### src/rtl/dccm_port_arb_pkg.sv
// Shared types and defaults for the DCCM port arbiter: FSM state encoding,
// counter width, default parameters and the IDLE-state DMA ready rule.
package dccm_port_arb_pkg;

    localparam int XLEN_DEF       = 32;
    localparam int STARVE_MAX_DEF = 8;
    localparam int CNT_W          = 8;

    localparam logic [1:0] ST_IDLE  = 2'd0;
    localparam logic [1:0] ST_DRAIN = 2'd1;
    localparam logic [1:0] ST_GRANT = 2'd2;

    // In IDLE the DMA only loses the port it actually wants to use.
    function automatic logic idle_ready(
        input logic dma_write,
        input logic lsu_wen,
        input logic lsu_ren
    );
        logic rdy;
        if (dma_write) begin
            rdy = ~lsu_wen;
        end else begin
            rdy = ~lsu_ren;
        end
        return rdy;
    endfunction

endpackage

### src/rtl/dccm_port_arb_starve_ctr.sv
// Saturating up-counter of DMA wait cycles; clear has priority over increment.
module starve_ctr
    import dccm_port_arb_pkg::*;
#(
    parameter int MAX = STARVE_MAX_DEF
) (
    input  logic             clk,
    input  logic             rst_n,
    input  logic             inc,
    input  logic             clr,
    output logic [CNT_W-1:0] cnt,
    output logic             sat
);

    localparam logic [CNT_W-1:0] MAX_C = 8'(MAX);

    logic [CNT_W-1:0] cnt_nxt;

    assign sat = (cnt == MAX_C);

    // Next count: clear wins, otherwise count up and hold at MAX
    always_comb begin
        cnt_nxt = cnt;
        if (clr) begin
            cnt_nxt = {CNT_W{1'b0}};
        end else if (inc && !sat) begin
            cnt_nxt = cnt + 8'd1;
        end else begin
            cnt_nxt = cnt;
        end
    end

    dff_rst #(
        .W       (CNT_W),
        .RST_VAL ({CNT_W{1'b0}})
    ) u_cnt (
        .clk   (clk),
        .rst_n (rst_n),
        .d     (cnt_nxt),
        .q     (cnt)
    );

endmodule

### src/rtl/dff_rst.sv
// Generic D flop bank with synchronous active-low reset to a fixed value.
module dff_rst #(
    parameter int         W       = 1,
    parameter logic [W-1:0] RST_VAL = '0
) (
    input  logic         clk,
    input  logic         rst_n,
    input  logic [W-1:0] d,
    output logic [W-1:0] q
);

    // Capture d every cycle; reset loads RST_VAL
    always_ff @(posedge clk) begin
        if (!rst_n) begin
            q <= RST_VAL;
        end else begin
            q <= d;
        end
    end

endmodule

### src/rtl/dccm_port_arb.sv
// DCCM port arbiter: LSU and DMA share independent read and write ports.
// LSU wins each port by default; a starved DMA forces a drain of the LSU
// followed by one guaranteed DMA grant cycle.
module dccm_port_arb
    import dccm_port_arb_pkg::*;
#(
    parameter int XLEN       = XLEN_DEF,
    parameter int STARVE_MAX = STARVE_MAX_DEF
) (
    input  logic            clk,
    input  logic            rst_n,
    // LSU side
    input  logic [XLEN-1:0] lsu_dccm_raddr,
    input  logic            lsu_dccm_rvalid_in,
    input  logic [XLEN-1:0] lsu_dccm_waddr,
    input  logic [XLEN-1:0] lsu_dccm_wdata,
    input  logic            lsu_dccm_wen,
    input  logic            lsu_busy,
    output logic [XLEN-1:0] lsu_dccm_rdata,
    output logic            lsu_dccm_rvalid_out,
    output logic            arb_lsu_stall,
    // DMA side
    input  logic            dma_req_valid,
    output logic            dma_req_ready,
    input  logic            dma_req_write,
    input  logic [XLEN-1:0] dma_req_addr,
    input  logic [XLEN-1:0] dma_req_wdata,
    output logic            dma_rsp_valid,
    output logic [XLEN-1:0] dma_rsp_rdata,
    // Memory side
    output logic [XLEN-1:0] dccm_raddr,
    output logic            dccm_ren,
    input  logic [XLEN-1:0] dccm_rdata,
    input  logic            dccm_rvalid,
    output logic [XLEN-1:0] dccm_waddr,
    output logic [XLEN-1:0] dccm_wdata,
    output logic            dccm_wen
);

    localparam logic [CNT_W-1:0] MAX_C = 8'(STARVE_MAX);

    logic [1:0]       fsm_state;
    logic [1:0]       fsm_state_nxt;
    logic [CNT_W-1:0] starve_cnt;
    logic             starve_sat;
    logic             cnt_inc;
    logic             cnt_clr;
    logic             rsp_owner;
    logic             in_drain;
    logic             in_grant;
    logic             dma_xfer;
    logic             dma_wr_xfer;
    logic             dma_rd_xfer;
    logic             lsu_rd_fwd;
    logic             lsu_wr_fwd;

    assign in_drain = (fsm_state == ST_DRAIN);
    assign in_grant = (fsm_state == ST_GRANT);

    // DMA ready: port-aware in IDLE, closed while draining, forced open in GRANT
    always_comb begin
        dma_req_ready = 1'b0;
        case (fsm_state)
            ST_IDLE:  dma_req_ready = idle_ready(dma_req_write, lsu_dccm_wen, lsu_dccm_rvalid_in);
            ST_DRAIN: dma_req_ready = 1'b0;
            ST_GRANT: dma_req_ready = 1'b1;
            default:  dma_req_ready = 1'b0;
        endcase
    end

    assign dma_xfer    = dma_req_valid & dma_req_ready;
    assign dma_wr_xfer = dma_xfer & dma_req_write;
    assign dma_rd_xfer = dma_xfer & ~dma_req_write;

    // LSU reaches a port only if the DMA does not own it and we are not in GRANT
    assign lsu_rd_fwd = lsu_dccm_rvalid_in & ~in_grant & ~dma_rd_xfer;
    assign lsu_wr_fwd = lsu_dccm_wen & ~in_grant & ~dma_wr_xfer;

    assign arb_lsu_stall = in_drain | in_grant;

    // Read port mux: DMA transfer first, then LSU, else all zero
    always_comb begin
        dccm_ren   = 1'b0;
        dccm_raddr = {XLEN{1'b0}};
        if (dma_rd_xfer) begin
            dccm_ren   = 1'b1;
            dccm_raddr = dma_req_addr;
        end else if (lsu_rd_fwd) begin
            dccm_ren   = 1'b1;
            dccm_raddr = lsu_dccm_raddr;
        end else begin
            dccm_ren   = 1'b0;
            dccm_raddr = {XLEN{1'b0}};
        end
    end

    // Write port mux: DMA transfer first, then LSU, else all zero
    always_comb begin
        dccm_wen   = 1'b0;
        dccm_waddr = {XLEN{1'b0}};
        dccm_wdata = {XLEN{1'b0}};
        if (dma_wr_xfer) begin
            dccm_wen   = 1'b1;
            dccm_waddr = dma_req_addr;
            dccm_wdata = dma_req_wdata;
        end else if (lsu_wr_fwd) begin
            dccm_wen   = 1'b1;
            dccm_waddr = lsu_dccm_waddr;
            dccm_wdata = lsu_dccm_wdata;
        end else begin
            dccm_wen   = 1'b0;
            dccm_waddr = {XLEN{1'b0}};
            dccm_wdata = {XLEN{1'b0}};
        end
    end

    // Starvation counter: count blocked cycles; reset on transfer, abandoned
    // drain, or leaving GRANT so a missed grant cannot retrigger immediately
    assign cnt_inc = dma_req_valid & ~dma_req_ready;
    assign cnt_clr = dma_xfer | (in_drain & ~dma_req_valid) | in_grant;

    starve_ctr #(
        .MAX (STARVE_MAX)
    ) u_starve_ctr (
        .clk   (clk),
        .rst_n (rst_n),
        .inc   (cnt_inc),
        .clr   (cnt_clr),
        .cnt   (starve_cnt),
        .sat   (starve_sat)
    );

    // FSM next state: starve -> drain LSU -> one grant cycle -> idle
    always_comb begin
        fsm_state_nxt = fsm_state;
        case (fsm_state)
            ST_IDLE: begin
                if (starve_sat && (starve_cnt == MAX_C)) begin
                    fsm_state_nxt = ST_DRAIN;
                end else begin
                    fsm_state_nxt = ST_IDLE;
                end
            end
            ST_DRAIN: begin
                if (!dma_req_valid) begin
                    fsm_state_nxt = ST_IDLE;
                end else if (!lsu_busy) begin
                    fsm_state_nxt = ST_GRANT;
                end else begin
                    fsm_state_nxt = ST_DRAIN;
                end
            end
            ST_GRANT: fsm_state_nxt = ST_IDLE;
            default:  fsm_state_nxt = ST_IDLE;
        endcase
    end

    dff_rst #(
        .W       (2),
        .RST_VAL (ST_IDLE)
    ) u_fsm_state (
        .clk   (clk),
        .rst_n (rst_n),
        .d     (fsm_state_nxt),
        .q     (fsm_state)
    );

    // Remember who owns the read data returning next cycle
    dff_rst #(
        .W       (1),
        .RST_VAL (1'b0)
    ) u_rsp_owner (
        .clk   (clk),
        .rst_n (rst_n),
        .d     (dma_rd_xfer),
        .q     (rsp_owner)
    );

    // Route returning read data to its owner; the other side sees zeros
    always_comb begin
        dma_rsp_valid       = 1'b0;
        dma_rsp_rdata       = {XLEN{1'b0}};
        lsu_dccm_rvalid_out = 1'b0;
        lsu_dccm_rdata      = {XLEN{1'b0}};
        if (rsp_owner) begin
            dma_rsp_valid = dccm_rvalid;
            dma_rsp_rdata = dccm_rdata;
        end else begin
            lsu_dccm_rvalid_out = dccm_rvalid;
            lsu_dccm_rdata      = dccm_rdata;
        end
    end

endmodule

### config.mk
export PLATFORM = sky130hd
export DESIGN_NAME = dccm_port_arb
export DESIGN_NICKNAME = d
export VERILOG_FILES = /design/src/rtl/dccm_port_arb_pkg.sv /design/src/rtl/dccm_port_arb_starve_ctr.sv /design/src/rtl/dff_rst.sv /design/src/rtl/dccm_port_arb.sv
export SDC_FILE = /design/constraint.sdc
export NUM_CORES = 1
export LEC_CHECK = 0
export CAP_MARGIN = 10
export CORE_AREA = 2 2 141 143
export DETAILED_ROUTE_END_ITERATION = 16
export DIE_AREA = 0 0 143 145
export DONT_BUFFER_PORTS = 1
export GPL_TIMING_DRIVEN = 0
export MAX_ROUTING_LAYER = met4
export PLACE_DENSITY = 0.34
export REMOVE_ABC_BUFFERS = 1
export SYNTH_ARGS = -nofsm -noshare
export SYNTH_HDL_FRONTEND = slang
export SYNTH_HIERARCHICAL = 1
export SYNTH_SLANG_ARGS = --single-unit
export TNS_END_PERCENT = 20
### constraint.sdc
create_clock -name clk -period 4.95 [get_ports clk]
set_input_delay 0.7425 -clock clk [delete_from_list [all_inputs] [get_ports clk]]
set_output_delay 0.7425 -clock clk [all_outputs]
set_load 0.005 [all_outputs]
Yosys cells after proc, flatten, opt, wreduce, memory -nomap -nowiden:

Index checks and enable logic that the tools add are counted.

* logic and storage cells: 52
* bits of input ports: 200
* output and inout bits: 166
* register bits after elaboration: 11

* bitwise operators: 21
* reduce and logical (&&, ||, !) cells: 4
* equality and inequality tests: 3
* multiplexer cells: 20
* add/subtract/negate cells: 1

Operators by type and width (number)
* $mux W32: 8
* $and A1 B1 Y1: 9
* $not A1 Y1: 9
* $add A8 B1 Y8 const B: 1
* $eq A8 B4 Y1 const B: 1
* $mux W1: 8
* $mux W2: 2
* $pmux W2 S2: 1
* $or A1 B1 Y1: 3
* $eq A2 B1 Y1 const B: 1
* $eq A2 B2 Y1 const B: 1
* $logic_not A2 Y1: 1
* $pmux W1 S2: 1
* $reduce_or A2 Y1: 1
* $logic_and A1 B1 Y1: 1
* $logic_not A1 Y1: 1

Depth between registers and ports, before layout:

* word-level depth: 9
* depth in mapped cells: 8
* gate-level depth less buffers: 8

Hierarchy:

The synthesis kept the hierarchy.

By module, submodules not included
* dccm_port_arb: instances 1, seq. area each 0.0 um^2, cells each 219, area an instance 1612.8 um^2
* starve_ctr: instances 1, seq. area each 0.0 um^2, cells each 39, area an instance 246.5 um^2
* dff_rst at u_starve_ctr.u_cnt: instances 1, seq. area each 160.2 um^2, cells each 16, area an instance 210.2 um^2
* dff_rst at u_fsm_state: instances 1, seq. area each 40.0 um^2, cells each 4, area an instance 52.6 um^2
* dff_rst at u_rsp_owner: instances 1, seq. area each 20.0 um^2, cells each 2, area an instance 26.3 um^2

Least setup slack after synthesis:

Ideal clock, no wire load.

* kind: input-to-output
* start: input port lsu_dccm_rvalid_in
* end: output port dccm_raddr[0]
* buffers on the path: 1
* data arrival time: 1608 ps
* stages: 4
* setup slack: 2599 ps
* required time: 4208 ps
* cell sequence: nand2b_2 a211oi_4 buf_6 a22o_1

* longest elaborated chain between the ends: 9
* elaborated cells between the ends (all ways): 10
* those cells by class: mux (4); bitwise (6)

RTL lines
* from (decl): line dccm_port_arb.sv:14 `input logic lsu_dccm_rvalid_in,`
* $not A1 Y1: line dccm_port_arb_pkg.sv:23 `rdy = ~lsu_ren;`
* $mux W1: line dccm_port_arb_pkg.sv:20 `if (dma_write) begin`
* $pmux W1 S2: line dccm_port_arb.sv:63 `case (fsm_state)`
* $and A1 B1 Y1: line dccm_port_arb.sv:71 `assign dma_xfer = dma_req_valid & dma_req_ready;`
* $and A1 B1 Y1: line dccm_port_arb.sv:73 `assign dma_rd_xfer = dma_xfer & ~dma_req_write;`
* $not A1 Y1: line dccm_port_arb.sv:76 `assign lsu_rd_fwd = lsu_dccm_rvalid_in & ~in_grant & ~dma_rd_xfer;`
* $and A1 B1 Y1: line dccm_port_arb.sv:76
* $mux W32: line dccm_port_arb.sv:88 `end else if (lsu_rd_fwd) begin`
* $mux W32 *: line dccm_port_arb.sv:85 `if (dma_rd_xfer) begin`
* to (decl): line dccm_port_arb.sv:31 `output logic [XLEN-1:0] dccm_raddr,`

Every way passes the cells marked *; elsewhere a longest branch is shown, timed or not.

Final worst setup path:

* start: register u_fsm_state.q[0]
* end: output port dccm_wdata[29]

* longest elaborated chain between the ends: 8
* elaborated cells between the ends (all ways): 11
* those cells by class: eq/ne (1); mux (3); bitwise (6); reduce/logical (1)

RTL lines
* from (decl): line dff_rst.sv:9 `output logic [W-1:0] q`
* from (signal assigned): line dff_rst.sv:15 `q <= RST_VAL;`
* from (signal assigned): line dff_rst.sv:17 `q <= d;`
* $eq A2 B2 Y1 or $logic_not A2 Y1 (tied branches): line dccm_port_arb.sv:58, dccm_port_arb.sv:63
* $pmux W1 S2: line dccm_port_arb.sv:63
* $and A1 B1 Y1: line dccm_port_arb.sv:71
* $and A1 B1 Y1: line dccm_port_arb.sv:72 `assign dma_wr_xfer = dma_xfer & dma_req_write;`
* $not A1 Y1: line dccm_port_arb.sv:77 `assign lsu_wr_fwd = lsu_dccm_wen & ~in_grant & ~dma_wr_xfer;`
* $and A1 B1 Y1: line dccm_port_arb.sv:77
* $mux W32: line dccm_port_arb.sv:106 `end else if (lsu_wr_fwd) begin`
* $mux W32 *: line dccm_port_arb.sv:102 `if (dma_wr_xfer) begin`
* to (decl): line dccm_port_arb.sv:36 `output logic [XLEN-1:0] dccm_wdata,`

Marks and branches as above.

==> impl_metrics.py <==
metrics = {
    "synthesis": {
        "synth_compound_area_frac": 0.435,
        "synth-seq-cells": 11,
        "syn_area_um2": 2150,
        "synth_top_family_by_area": "compound AO/OA/AOI/OAI gates",
        "synth.largest_area_cell": "a22o_1",
        "yosys.area_share.simple": 0.322,
        "synthAdderAreaFrac": 0.0291,
        "avgSynthCellArea_um2": 7.67,
        "syn_inst": 280,
        "synth.distinct_cells": 34,
        "synth_xor_area_frac": 0.00815,
        "muxShareOfSynthArea": 0.0163,
        "synth_top_area_share": 0.379,
        "synthTopCellsByArea": "a22o_1, and2_1, dfxtp_1",
        "seq_area_frac_synth": 0.103,
        "yosysWarnings": 6,
    },
    "clock_tree": {
        "h-tree-depth": 1,
        "post_cts_buffers": 0,
        "hold_buffers": 0,
        "postCtsResizedCells": 0,
        "clk_pin_slew_ps": 50,
        "clk_path_buf_depth": 2,
        "cts.sinks": 11,
        "cts_tree": "built",
        "cts-buffers-inserted": 3,
        "cts_root_buf": "clkbuf_16",
        "clk-insertion-delay-late_ps": 240,
    },
    "timing": {
        "min_period_ps": 2960,
        "maxSlewHeadroom": 0.504,
        "report.final.slew_viol_count": 0,
        "clock.fmax_mhz": 338,
        "finalCritPeriodShare": 0.598,
        "clock_skew_ps": 6.34,
        "hold_viol_final": 0,
        "tightest_slew_ps": 744,
        "setup_viol": 0,
        "setup_tns_ps": 0,
        "hold-worst-slack_ps": 623,
        "rsz0062_at_grt": "false",
    },
    "finish": {
        "post_route_cells_drive_above_1_share": 0.0885,
        "nFillCells": 2217,
        "area_growth_pct": 17.7,
        "post-route-util": 0.132,
        "finalNetCount": 466,
    },
    "setup_path": {
        "start_kind": "register",
        "crit_family": "compound AO/OA/AOI/OAI gates",
        "cp_cell_sequence": "inv_1, ha_1, inv_2, a21oi_4, buf_12, a22o_1",
        "worstPathMaxFanout": 45,
        "worst-path-buf-inv": 3,
        "crit_start": "u_fsm_state/q[0]$_SDFF_PN0_",
        "reg2regPathDepth": 8,
        "cp.depth": 6,
        "required_ps": 4210,
        "slowest_stage": "a21oi_4",
        "crit-reg2reg-capture": "u_starve_ctr/u_cnt/q[7]$_SDFF_PN0_",
        "arrival_ps": 2220,
        "cp-end-kind": "output port",
        "cp-endpoint": "dccm_wdata[29]",
        "r2r_slack_ps": 2750,
        "critical_path_class": "reg -> out",
        "worstReg2RegStart": "u_fsm_state/q[0]$_SDFF_PN0_",
        "cpPeakStageDelay_ps": 550,
    },
    "floorplanning": {
        "die_x_um": 143,
        "io_pins": 366,
        "rows": 51,
        "dieArea_um2": 20700,
        "dieHeight_um": 145,
        "core-area_um2": 19200,
        "initial_core_util": 0.112,
    },
    "worst_hold_path": {
        "hold_path.class": "in -> reg",
        "hold_path_depth": 1,
    },
    "routing": {
        "wl_per_cell_um": 27.8,
        "antenna_left": 0,
        "num_vias": 2312,
        "drtIter0Drc": 135,
        "route.detailed.drc": 0,
        "first_pass_iters": 5,
        "viasPerCell": 4.37,
        "totalWireLength_um": 14700,
    },
    "power_and_ir_drop": {
        "p_leak_nw": 0.932,
        "ir_drop_mv": 0.0822,
        "p_total_w": 0.000396,
        "power_density_nw_per_um2": 157,
    },
    "place": {
        "portBuffers": 0,
        "gp_congestion": 0.939,
        "place_hpwl_um": 13200,
    },
    "grt": {
        "grt_usage": 0.130,
        "grt_pass1_wl_um": 18400,
        "overflow": 0,
        "antenna_found_initial": 2,
        "grt_pass1_vias": 2157,
        "grt_max_degree": 53,
    },
    "job": {
        "max_cap_violations": 0,
    },
    "outcome": {
        "outcome": "finished clean",
    },
}
-- layer usage --
| metal | GRT usage | routed length, um | up-vias |
|---|---|---|---|
| met5 | - | 0 | - |
| met4 | 0.0302 | 310 | 0 |
| met3 | 0.0436 | 1260 | 14 |
| met2 | 0.213 | 7050 | 141 |
| met1 | 0.152 | 6100 | 1148 |
| li1 | - | - | 1009 |
-- registers in the layout, indices dropped and copies added, names as in the netlist --
register and count:
u_rsp_owner/q 1, u_fsm_state/q 2, u_starve_ctr/u_cnt/q 8
-- worst reg2reg max path: cells and delay by family (launching register included) --
| family | cells | cell delay, ps |
|---|---|---|
| buffers and inverters | 1 | 60 |
| flip-flops | 1 | 330 |
| adder cells (fa/ha/maj) | 1 | 290 |
| AO/OA/AOI/OAI | 2 | 370 |
| AND/OR/NAND/NOR | 4 | 1090 |
-- synthesized netlist by cell type --
library cell  count
a311o_2           1
xor2_1            2
a211oi_4          1
nand3_1           2
nand2b_1          3
buf_1             2
and3_1            1
o21ai_0           3
clkbuf_1         11
ha_1              5
a22o_1           93
buf_2             8
inv_2             1
nor4b_2           1
nor2_1            7
mux2i_1           2
nor2b_1          35
nor4b_1           2
and2_1           44
buf_6             3
a21o_1            1
or3_1             3
nand2b_2          1
buf_4             5
dfxtp_1          11
nand4b_1          1
a22o_2            3
inv_1             6
nand4_1           4
a21oi_1           6
mux2_4            1
or2_2             2
nand2_1           8
a31oi_1           1
-- cell type report --
class / instances / area (um2) / share of cell area
diodes: 4 / 10.0 / 0.00396
clock buffers: 3 / 75.1 / 0.0297
clock inverters: 1 / 5.00 / 0.00198
inverters: 7 / 26.3 / 0.0104
multi-input cells: 233 / 1760 / 0.697
flip-flops and latches: 11 / 220 / 0.0871
well taps: 265 / 332 / 0.131
repair buffers: 5 / 97.6 / 0.0386
-- how the worst min path moves through the flow --
| stage | startpoint | endpoint | slack [ps] |
|---|---|---|---|
| 3_3_place_gp | u_starve_ctr/u_cnt/q[6]$_SDFF_PN0_ | u_starve_ctr/u_cnt/q[6]$_SDFF_PN0_ | 650 |
| 2_1_floorplan | u_starve_ctr/u_cnt/q[6]$_SDFF_PN0_ | u_starve_ctr/u_cnt/q[6]$_SDFF_PN0_ | 610 |
| 5_1_grt | rst_n | u_starve_ctr/u_cnt/q[1]$_SDFF_PN0_ | 620 |
| 6_report | rst_n | u_starve_ctr/u_cnt/q[5]$_SDFF_PN0_ | 620 |
| 3_5_place_dp | u_starve_ctr/u_cnt/q[6]$_SDFF_PN0_ | u_starve_ctr/u_cnt/q[6]$_SDFF_PN0_ | 660 |
| 4_1_cts | rst_n | u_starve_ctr/u_cnt/q[5]$_SDFF_PN0_ | 620 |
-- cells in the final DEF (no fill, tap or decap), types with 4 or more instances in the layout --
cell | synthesis | layout
a22o_1 | 93 | 93
and2_1 | 44 | 44
nor2b_1 | 35 | 33
dfxtp_1 | 11 | 11
nand2_1 | 8 | 8
nor2_1 | 7 | 7
inv_1 | 6 | 6
a21oi_1 | 6 | 5
ha_1 | 5 | 5
diode_2 | 0 | 4
nand4_1 | 4 | 4
-- cell families (layout without fill, tap and decap cells) --
kind of cell    count (synthesis)  in the layout
compound gates                109            109
other cells                     0              4
simple gates                  114            114
mux                             3              3
flops                          11             11
xor+xnor                        2              2
fa+ha+maj                       5              5
buf+inv                        36             16
-- metrics by stage --
stage	worst slack (ps)	area [um2]	instances
4_1_cts	1980	2520	525
6_report	1990	2530	529
3_5_place_dp	2130	2440	521
5_1_grt	1830	2520	527
3_3_place_gp	-530	2320	516
2_1_floorplan	601	1990	251
-- where the power goes --
part,switching (W),internal (W)
clock network,0.0000439,0.000107
logic,0.0000862,0.0000659
registers,0.00000284,0.0000898
total,0.000133,0.000263
No activity file was read; power rests on OpenSTA's default activity.
